<file path="src/rtl/reg_file_3p_pkg.sv">
// Shared register-file types and constants for decode, forwarding and WB.
// Optional write-before-read bypass: define REGFILE_BYPASS_EN.
package reg_file_3p_pkg;

    localparam int DATA_W   = 32;
    localparam int ADDR_W   = 5;
    localparam int NUM_REGS = 1 << ADDR_W;
    localparam int WCNT_W   = 16;

    typedef logic [DATA_W-1:0] word_t;
    typedef logic [ADDR_W-1:0] ridx_t;
    typedef logic [WCNT_W-1:0] wcnt_t;
    typedef word_t [NUM_REGS-1:0] regs_t;

    localparam ridx_t REG_ZERO = 5'd0;

endpackage

</file>
<file path="src/rtl/reg_file_3p_if.sv">
// Decode/writeback bus of the register file.
// master = pipeline side, slave = register file.
interface reg_file_3p_if;
    import reg_file_3p_pkg::*;

    ridx_t rd_addr_a;
    ridx_t rd_addr_b;
    word_t rd_data_a;
    word_t rd_data_b;
    logic  wr_en;
    ridx_t wr_addr;
    word_t wr_data;
    ridx_t dbg_addr;
    word_t dbg_data;
    wcnt_t wr_count;

    modport master (
        output rd_addr_a, rd_addr_b, wr_en, wr_addr, wr_data, dbg_addr,
        input  rd_data_a, rd_data_b, dbg_data, wr_count
    );

    modport slave (
        input  rd_addr_a, rd_addr_b, wr_en, wr_addr, wr_data, dbg_addr,
        output rd_data_a, rd_data_b, dbg_data, wr_count
    );

endinterface

</file>
<file path="src/rtl/reg_read_port.sv">
// One combinational read port: array mux, $zero check, optional bypass.
// byp_en_i=0 gives a plain array read.
module reg_read_port
    import reg_file_3p_pkg::*;
(
    input  regs_t regs_i,
    input  ridx_t addr_i,
    input  logic  byp_en_i,
    input  logic  wr_en_i,
    input  ridx_t wr_addr_i,
    input  word_t wr_data_i,
    output word_t data_o
);

    logic hit;

    assign hit = byp_en_i && wr_en_i
              && (wr_addr_i != REG_ZERO)
              && (wr_addr_i == addr_i);

    always_comb begin
        data_o = regs_i[addr_i];
        if (addr_i == REG_ZERO) begin
            data_o = '0;
        end else if (hit) begin
            data_o = wr_data_i;
        end
    end

endmodule

</file>
<file path="src/rtl/reg_file_3p.sv">
// MIPS 32x32 register file: 2 read ports, 1 write port, 1 debug port.
// Define REGFILE_BYPASS_EN for same-cycle WB->ID write-before-read.
module reg_file_3p
    import reg_file_3p_pkg::*;
(
    input  logic          clk,
    input  logic          rst_n,
    reg_file_3p_if.slave  rf
);

    logic [NUM_REGS-1:1][DATA_W-1:0] regs_q;
    wcnt_t wr_count_q;
    wcnt_t wr_count_d;
    regs_t regs_rd;
    logic  do_wr;
    logic  byp_en;

    assign do_wr      = rf.wr_en && (rf.wr_addr != REG_ZERO);
    assign wr_count_d = wr_count_q + WCNT_W'(1);
    assign regs_rd    = {regs_q, word_t'(0)};

    // Bypass is masked in reset so every port reads 0 while rst_n is low.
`ifdef REGFILE_BYPASS_EN
    assign byp_en = rst_n;
`else
    assign byp_en = 1'b0;
`endif

    always_ff @(posedge clk or negedge rst_n) begin
        if (!rst_n) begin
            regs_q     <= '0;
            wr_count_q <= '0;
        end else if (do_wr) begin
            for (int i = 1; i < NUM_REGS; i++) begin
                if (rf.wr_addr == ridx_t'(i)) begin
                    regs_q[i] <= rf.wr_data;
                end
            end
            wr_count_q <= wr_count_d;
        end
    end

    reg_read_port u_port_a (
        .regs_i    (regs_rd),
        .addr_i    (rf.rd_addr_a),
        .byp_en_i  (byp_en),
        .wr_en_i   (rf.wr_en),
        .wr_addr_i (rf.wr_addr),
        .wr_data_i (rf.wr_data),
        .data_o    (rf.rd_data_a)
    );

    reg_read_port u_port_b (
        .regs_i    (regs_rd),
        .addr_i    (rf.rd_addr_b),
        .byp_en_i  (byp_en),
        .wr_en_i   (rf.wr_en),
        .wr_addr_i (rf.wr_addr),
        .wr_data_i (rf.wr_data),
        .data_o    (rf.rd_data_b)
    );

    reg_read_port u_port_dbg (
        .regs_i    (regs_rd),
        .addr_i    (rf.dbg_addr),
        .byp_en_i  (1'b0),
        .wr_en_i   (rf.wr_en),
        .wr_addr_i (rf.wr_addr),
        .wr_data_i (rf.wr_data),
        .data_o    (rf.dbg_data)
    );

    assign rf.wr_count = wr_count_q;

endmodule

</file>
<file path="src/flat_wrapper.sv">
// flat-port wrapper written by rule: the top's interface ports become plain ports
module reg_file_3p_flat import reg_file_3p_pkg::*;
  (clk, rst_n, rf_rd_addr_a, rf_rd_addr_b, rf_wr_en, rf_wr_addr, rf_wr_data, rf_dbg_addr, rf_rd_data_a, rf_rd_data_b, rf_dbg_data, rf_wr_count);
  reg_file_3p_if rf_i ();
  input  logic clk;
  input  logic rst_n;
  input wire logic [$bits(rf_i.rd_addr_a)-1:0] rf_rd_addr_a;
  input wire logic [$bits(rf_i.rd_addr_b)-1:0] rf_rd_addr_b;
  input wire logic [$bits(rf_i.wr_en)-1:0] rf_wr_en;
  input wire logic [$bits(rf_i.wr_addr)-1:0] rf_wr_addr;
  input wire logic [$bits(rf_i.wr_data)-1:0] rf_wr_data;
  input wire logic [$bits(rf_i.dbg_addr)-1:0] rf_dbg_addr;
  output wire logic [$bits(rf_i.rd_data_a)-1:0] rf_rd_data_a;
  output wire logic [$bits(rf_i.rd_data_b)-1:0] rf_rd_data_b;
  output wire logic [$bits(rf_i.dbg_data)-1:0] rf_dbg_data;
  output wire logic [$bits(rf_i.wr_count)-1:0] rf_wr_count;
  assign rf_i.rd_addr_a = rf_rd_addr_a;
  assign rf_i.rd_addr_b = rf_rd_addr_b;
  assign rf_i.wr_en = rf_wr_en;
  assign rf_i.wr_addr = rf_wr_addr;
  assign rf_i.wr_data = rf_wr_data;
  assign rf_i.dbg_addr = rf_dbg_addr;
  assign rf_rd_data_a = rf_i.rd_data_a;
  assign rf_rd_data_b = rf_i.rd_data_b;
  assign rf_dbg_data = rf_i.dbg_data;
  assign rf_wr_count = rf_i.wr_count;
  reg_file_3p u_core (.clk(clk), .rst_n(rst_n), .rf(rf_i));
endmodule
</file>
<file path="config.mk">
export PLATFORM = sky130hd
export DESIGN_NAME = reg_file_3p_flat
export DESIGN_NICKNAME = d
export VERILOG_FILES = /design/src/rtl/reg_file_3p_pkg.sv /design/src/rtl/reg_file_3p_if.sv /design/src/rtl/reg_read_port.sv /design/src/rtl/reg_file_3p.sv /design/src/flat_wrapper.sv
export SDC_FILE = /design/constraint.sdc
export NUM_CORES = 2
export LEC_CHECK = 0
export CORE_ASPECT_RATIO = 1.5
export CORE_MARGIN = 2
export CORE_UTILIZATION = 43
export CTS_BUF_LIST = sky130_fd_sc_hd__clkbuf_4 sky130_fd_sc_hd__clkbuf_8 sky130_fd_sc_hd__clkbuf_16
export DETAILED_ROUTE_END_ITERATION = 6
export PLACE_DENSITY = 0.7
export SYNTH_ARGS = -nofsm -noshare
export SYNTH_HDL_FRONTEND = slang
export SYNTH_SLANG_ARGS = --single-unit
</file>
<file path="constraint.sdc">
create_clock -name clk -period 2.6 [get_ports clk]
set_input_delay 0.52 -clock clk [delete_from_list [all_inputs] [get_ports clk]]
set_output_delay 0.52 -clock clk [all_outputs]
set_load 0.02 [all_outputs]
</file>
==> impl_results.md <==
- Nets@finish: 5025
- Least setup slack across all paths after layout: -0.4956 ns
- Multi-input combinational cell area: 36480 um2
- Routed wire per std cell: roughly 33 um
- Hold violation count in the final report: 0
- Antenna diode count: 0
- CP Class: reg2out
- Fraction of post-synthesis cell area in the top cell type by area: 0.4061
- Detailed-route DRC error count: 0
- Setup WS pre-CTS: -1.409 ns
- Sequential cell area: approximately 25000 um2
- RSZ-0062 raised after global routing: true
- Number of standard cells in the layout, taps in and fillers out: 6948
- Final worst-path cycle share: 1.191
- Worst R2R Path Depth: 4
- Worst hold path type: in2async
- Max-capacitance violation count: 0
- Total of warnings raised by yosys: 0
- Most area-consuming cells after synthesis: sky130_fd_sc_hd__dfrtp_1 41%, sky130_fd_sc_hd__mux4_2 21%, sky130_fd_sc_hd__mux2_2 18%
- Post-route clock skew: 0.006155 ns
- Peak supply drop: between 600 and 700 uV
- Std-Cell Core Area: 143200 um2
- Placed cells: 6651
- Result of the run: finished with violations
- Net count after synthesis: 4413
- Post-DP Area: 72160 um2
- PortBufs: 166
- First-pass GRT wire length: 335.1 mm
- Number of rows created at floorplan: 170
- Cell-internal power: 38.34 mW
- Leakage: 34.05 nW
- Num CTS Buffers: 106
- Netlist area before placement: 62110 um2
- Max-slew violation total from the final report: 0
- Area growth syn-to-layout: 27.99%
- Antenna violations before repair: 2
- Largest fanout on the critical path: 3
- FF+latch count, synth: 1008
- Violated checks: setup timing
- Total routing usage reported by global routing: 0.3097
- Pin count of the biggest net entering global routing: 140
- Worst slew pin tran: between 0.8 and 0.9 ns
- Required time worst endpoint: between 2 and 2.5 ns
- Number of unique standard cell types used by synthesis: 40
- Initial cell density of the core: 0.4339
- CTS Buffer Depth: 3
- Per-instance average area after synthesis: 14.26 um2
- Comb pwr share: 0.303
- Pwr dens: 696.3 nW/um2
- Remaining global-route overflow: 0
- Peak clock frequency supported by timing: 323.0 MHz
- Sequential fraction of design power: 0.395
- Violation count after the first detailed-routing iteration: 5566
- Arrival time worst endpoint: around 2.6 ns
- Area of the die: 147600 um2
- CTS Root Buffer Type: sky130_fd_sc_hd__clkbuf_16
- Clock tree from TritonCTS: done
- Part of the Yosys area used for sequential elements: 0.4061
- Half-perimeter wire length after placement: 157.0 mm
- Number of fill cells: 11220
- Width of the die: 314.3 um
- Worst relative slew slack: 0.4497
- Later-pin clock latency in the skew report: 0.73 ns
- Type of origin of the critical path: flop
- Finish-stage setup viols: 96
- Fraction of final layout cells with drive strength greater than 1: 0.5995
- Final cell area excluding filler cells: 79500 um2
- Chip Height: 469.5 um
- Clock transition at the registers of the reported paths: 0.06 ns
- Gp weighted congestion: 0.9605
- H-tree levels: 3
- Final ANT Viol Nets: 0
- Vias in the first global route: 48980
- Crit path time final: 3.096 ns
- Via count: 47230
- Syn Inst Count: 4357
- Detail-routed via count per cell: between 6 and 7
- Dominant cell type by area after synthesis: sky130_fd_sc_hd__dfrtp_1
- Routed wire length: 231.3 mm
- Element type at the critical path end: primary output
- Sinks on the clock net: 1008
- Pre-antenna DRT Iters: 5
- Switch Pwr: between 15 and 20 mW
- Portion of total power attributed to the clock network: 0.302
- Fraction of power spent switching nets: 0.3074
- Top-Level Pins: 167
## repair_timing
item | in CTS | in global routing
pin swaps | 195 | 100
resized for setup | 730 | 88
endpoints found under the hold margin | 136 | 0
gates cloned | 13 | 4
buffers inserted | 84 | 25
hold buffers | 1 | 0
endpoints found under the setup margin | 96 | 96
## routing by layer
metal  share of wire  track usage  vias up
met5        0.000056            0        -
met2            0.47       0.4950     3059
li1                -            -    18570
met3           0.095      0.06602      841
met1            0.36       0.3824    24760
met4           0.071       0.1925        2
## per-stage QoR
| step | power [mW] | setup TNS, ns | utilization | hold WS [ns] |
|---|---|---|---|---|
| 2_1_floorplan | 31.01 | -0.9634 | - | 0.2244 |
| 3_3_place_gp | 36.44 | -72.97 | 0.5041 | 0.4101 |
| 3_5_place_dp | 37.08 | -73.53 | 0.5041 | 0.4098 |
| 4_1_cts | 54.84 | -34.34 | 0.5506 | 0.2026 |
| 5_1_grt | 57.21 | -35.86 | 0.5553 | 0.2375 |
| 6_report | 55.35 | -32.58 | 0.5553 | 0.2391 |
## registers in the layout (all words and copies together) (netlist names)
signal              cells
u_core.rf.wr_count     16
u_core.regs_q         992
## synthesized netlist by cell type
master,number
sky130_fd_sc_hd__ha_1,1
sky130_fd_sc_hd__buf_4,37
sky130_fd_sc_hd__nand4_1,4
sky130_fd_sc_hd__nor3b_1,2
sky130_fd_sc_hd__mux2i_1,290
sky130_fd_sc_hd__clkbuf_2,2
sky130_fd_sc_hd__o21ai_2,1
sky130_fd_sc_hd__o211ai_1,1
sky130_fd_sc_hd__and4_1,1
sky130_fd_sc_hd__nor3_1,7
sky130_fd_sc_hd__nand2b_1,5
sky130_fd_sc_hd__clkbuf_1,269
sky130_fd_sc_hd__nor2b_1,13
sky130_fd_sc_hd__nor4_2,1
sky130_fd_sc_hd__nand3_1,8
sky130_fd_sc_hd__nor3_2,3
sky130_fd_sc_hd__xnor2_1,6
sky130_fd_sc_hd__nand4b_1,3
sky130_fd_sc_hd__mux2_1,67
sky130_fd_sc_hd__xor2_1,9
sky130_fd_sc_hd__a211oi_1,96
sky130_fd_sc_hd__o22ai_1,96
sky130_fd_sc_hd__o21ai_1,96
sky130_fd_sc_hd__buf_6,24
sky130_fd_sc_hd__or4_1,1
sky130_fd_sc_hd__o21a_1,1
sky130_fd_sc_hd__mux4_2,576
sky130_fd_sc_hd__inv_1,4
sky130_fd_sc_hd__and2_1,99
sky130_fd_sc_hd__nand2_1,23
sky130_fd_sc_hd__a22o_1,287
sky130_fd_sc_hd__nor4_1,4
sky130_fd_sc_hd__mux2_2,1020
sky130_fd_sc_hd__and3_1,1
sky130_fd_sc_hd__buf_1,20
sky130_fd_sc_hd__buf_2,156
sky130_fd_sc_hd__dfrtp_1,1008
sky130_fd_sc_hd__nor2_1,18
sky130_fd_sc_hd__o31ai_1,96
sky130_fd_sc_hd__nand2b_4,1
## power by group through the flow
stage	Combinational, mW	Sequential, mW	Clock (mW)
3_3_place_gp	14.8	21.6	0
5_1_grt	17.5	22.2	17.4
6_report	16.8	21.9	16.7
2_1_floorplan	9.98	21.0	0
4_1_cts	16.3	21.7	16.8
3_5_place_dp	15.2	21.9	0
## cells by family (layout without fill, tap and decap cells)
family,count (synthesis),in the layout,synth area share
DFF,1008,1008,0.4061
buffers and inverters,512,1211,0.03926
muxes,1953,1953,0.4527
and+or+nand+nor,194,194,0.01821
xor gates and xnor gates,15,15,0.002115
adders and majority gates,1,1,0.0002014
AOI/OAI and AO/OA,674,674,0.08146
## critical path: stages, from the launching register on
cell                      delay [ns]
sky130_fd_sc_hd__dfrtp_1        0.40
sky130_fd_sc_hd__buf_4          0.15
sky130_fd_sc_hd__mux4_2         0.49
sky130_fd_sc_hd__a22o_1         0.27
sky130_fd_sc_hd__o21ai_4        0.20
sky130_fd_sc_hd__o31ai_4        0.15
sky130_fd_sc_hd__buf_6          0.17
## cell usage in the layout (no fill, tap or decap), types with 6 or more instances in the layout
| cell type | netlist | final |
|---|---|---|
| sky130_fd_sc_hd__buf_6 | 24 | 146 |
| sky130_fd_sc_hd__buf_16 | 0 | 31 |
| sky130_fd_sc_hd__mux4_2 | 576 | 576 |
| sky130_fd_sc_hd__clkdlybuf4s50_1 | 0 | 54 |
| sky130_fd_sc_hd__o22ai_1 | 96 | 96 |
| sky130_fd_sc_hd__o21ai_1 | 96 | 24 |
| sky130_fd_sc_hd__mux2i_4 | 0 | 6 |
| sky130_fd_sc_hd__nor2b_4 | 0 | 11 |
| sky130_fd_sc_hd__xnor2_1 | 6 | 6 |
| sky130_fd_sc_hd__nor2_4 | 0 | 15 |
| sky130_fd_sc_hd__o31ai_2 | 0 | 25 |
| sky130_fd_sc_hd__clkinvlp_4 | 0 | 8 |
| sky130_fd_sc_hd__a22o_1 | 287 | 284 |
| sky130_fd_sc_hd__clkbuf_4 | 0 | 18 |
| sky130_fd_sc_hd__clkbuf_8 | 0 | 25 |
| sky130_fd_sc_hd__o21ai_2 | 1 | 62 |
| sky130_fd_sc_hd__bufinv_16 | 0 | 12 |
| sky130_fd_sc_hd__and2_1 | 99 | 86 |
| sky130_fd_sc_hd__buf_4 | 37 | 562 |
| sky130_fd_sc_hd__mux2i_1 | 290 | 276 |
| sky130_fd_sc_hd__nor3_1 | 7 | 6 |
| sky130_fd_sc_hd__a211oi_2 | 0 | 36 |
| sky130_fd_sc_hd__clkbuf_16 | 0 | 114 |
| sky130_fd_sc_hd__nand3_1 | 8 | 7 |
| sky130_fd_sc_hd__mux2_2 | 1020 | 1020 |
| sky130_fd_sc_hd__o21ai_4 | 0 | 11 |
| sky130_fd_sc_hd__dfrtp_1 | 1008 | 1008 |
| sky130_fd_sc_hd__nand2_2 | 0 | 14 |
| sky130_fd_sc_hd__xor2_1 | 9 | 9 |
| sky130_fd_sc_hd__buf_12 | 0 | 199 |
| sky130_fd_sc_hd__buf_8 | 0 | 11 |
| sky130_fd_sc_hd__a211oi_1 | 96 | 60 |
| sky130_fd_sc_hd__mux2_1 | 67 | 67 |
| sky130_fd_sc_hd__mux2i_2 | 0 | 8 |
| sky130_fd_sc_hd__clkinv_2 | 0 | 16 |
| sky130_fd_sc_hd__o31ai_4 | 0 | 68 |
| sky130_fd_sc_hd__and2_4 | 0 | 10 |
| sky130_fd_sc_hd__nand2_1 | 23 | 9 |
## worst paths after layout
check / startpoint / to / slack [ns]
max: u_core.regs_q[912]$_DFFE_PN0P_ / rf_dbg_data[16] / -0.50
min: rst_n / u_core.regs_q[679]$_DFFE_PN0P_ / 0.24
max reg2reg: u_core.rf.wr_count[2]$_DFFE_PN0P_ / u_core.rf.wr_count[15]$_DFFE_PN0P_ / 0.99
min reg2reg: u_core.rf.wr_count[15]$_DFFE_PN0P_ / u_core.rf.wr_count[15]$_DFFE_PN0P_ / 0.47
max in group asynchronous: rst_n / u_core.regs_q[277]$_DFFE_PN0P_ / 1.23
min in group clk: u_core.rf.wr_count[15]$_DFFE_PN0P_ / u_core.rf.wr_count[15]$_DFFE_PN0P_ / 0.47
## area by class of cell
class	count	area share
Multi-Input combinational cell	2837	0.4589
Sequential cell	1008	0.3173
Timing Repair Buffer	1012	0.1458
Clock buffer	153	0.04065
Tap cell	1892	0.02978
Clock inverter	42	0.007366
Inverter	4	0.0002046
Note: power is estimated with default switching activity, not from simulation.
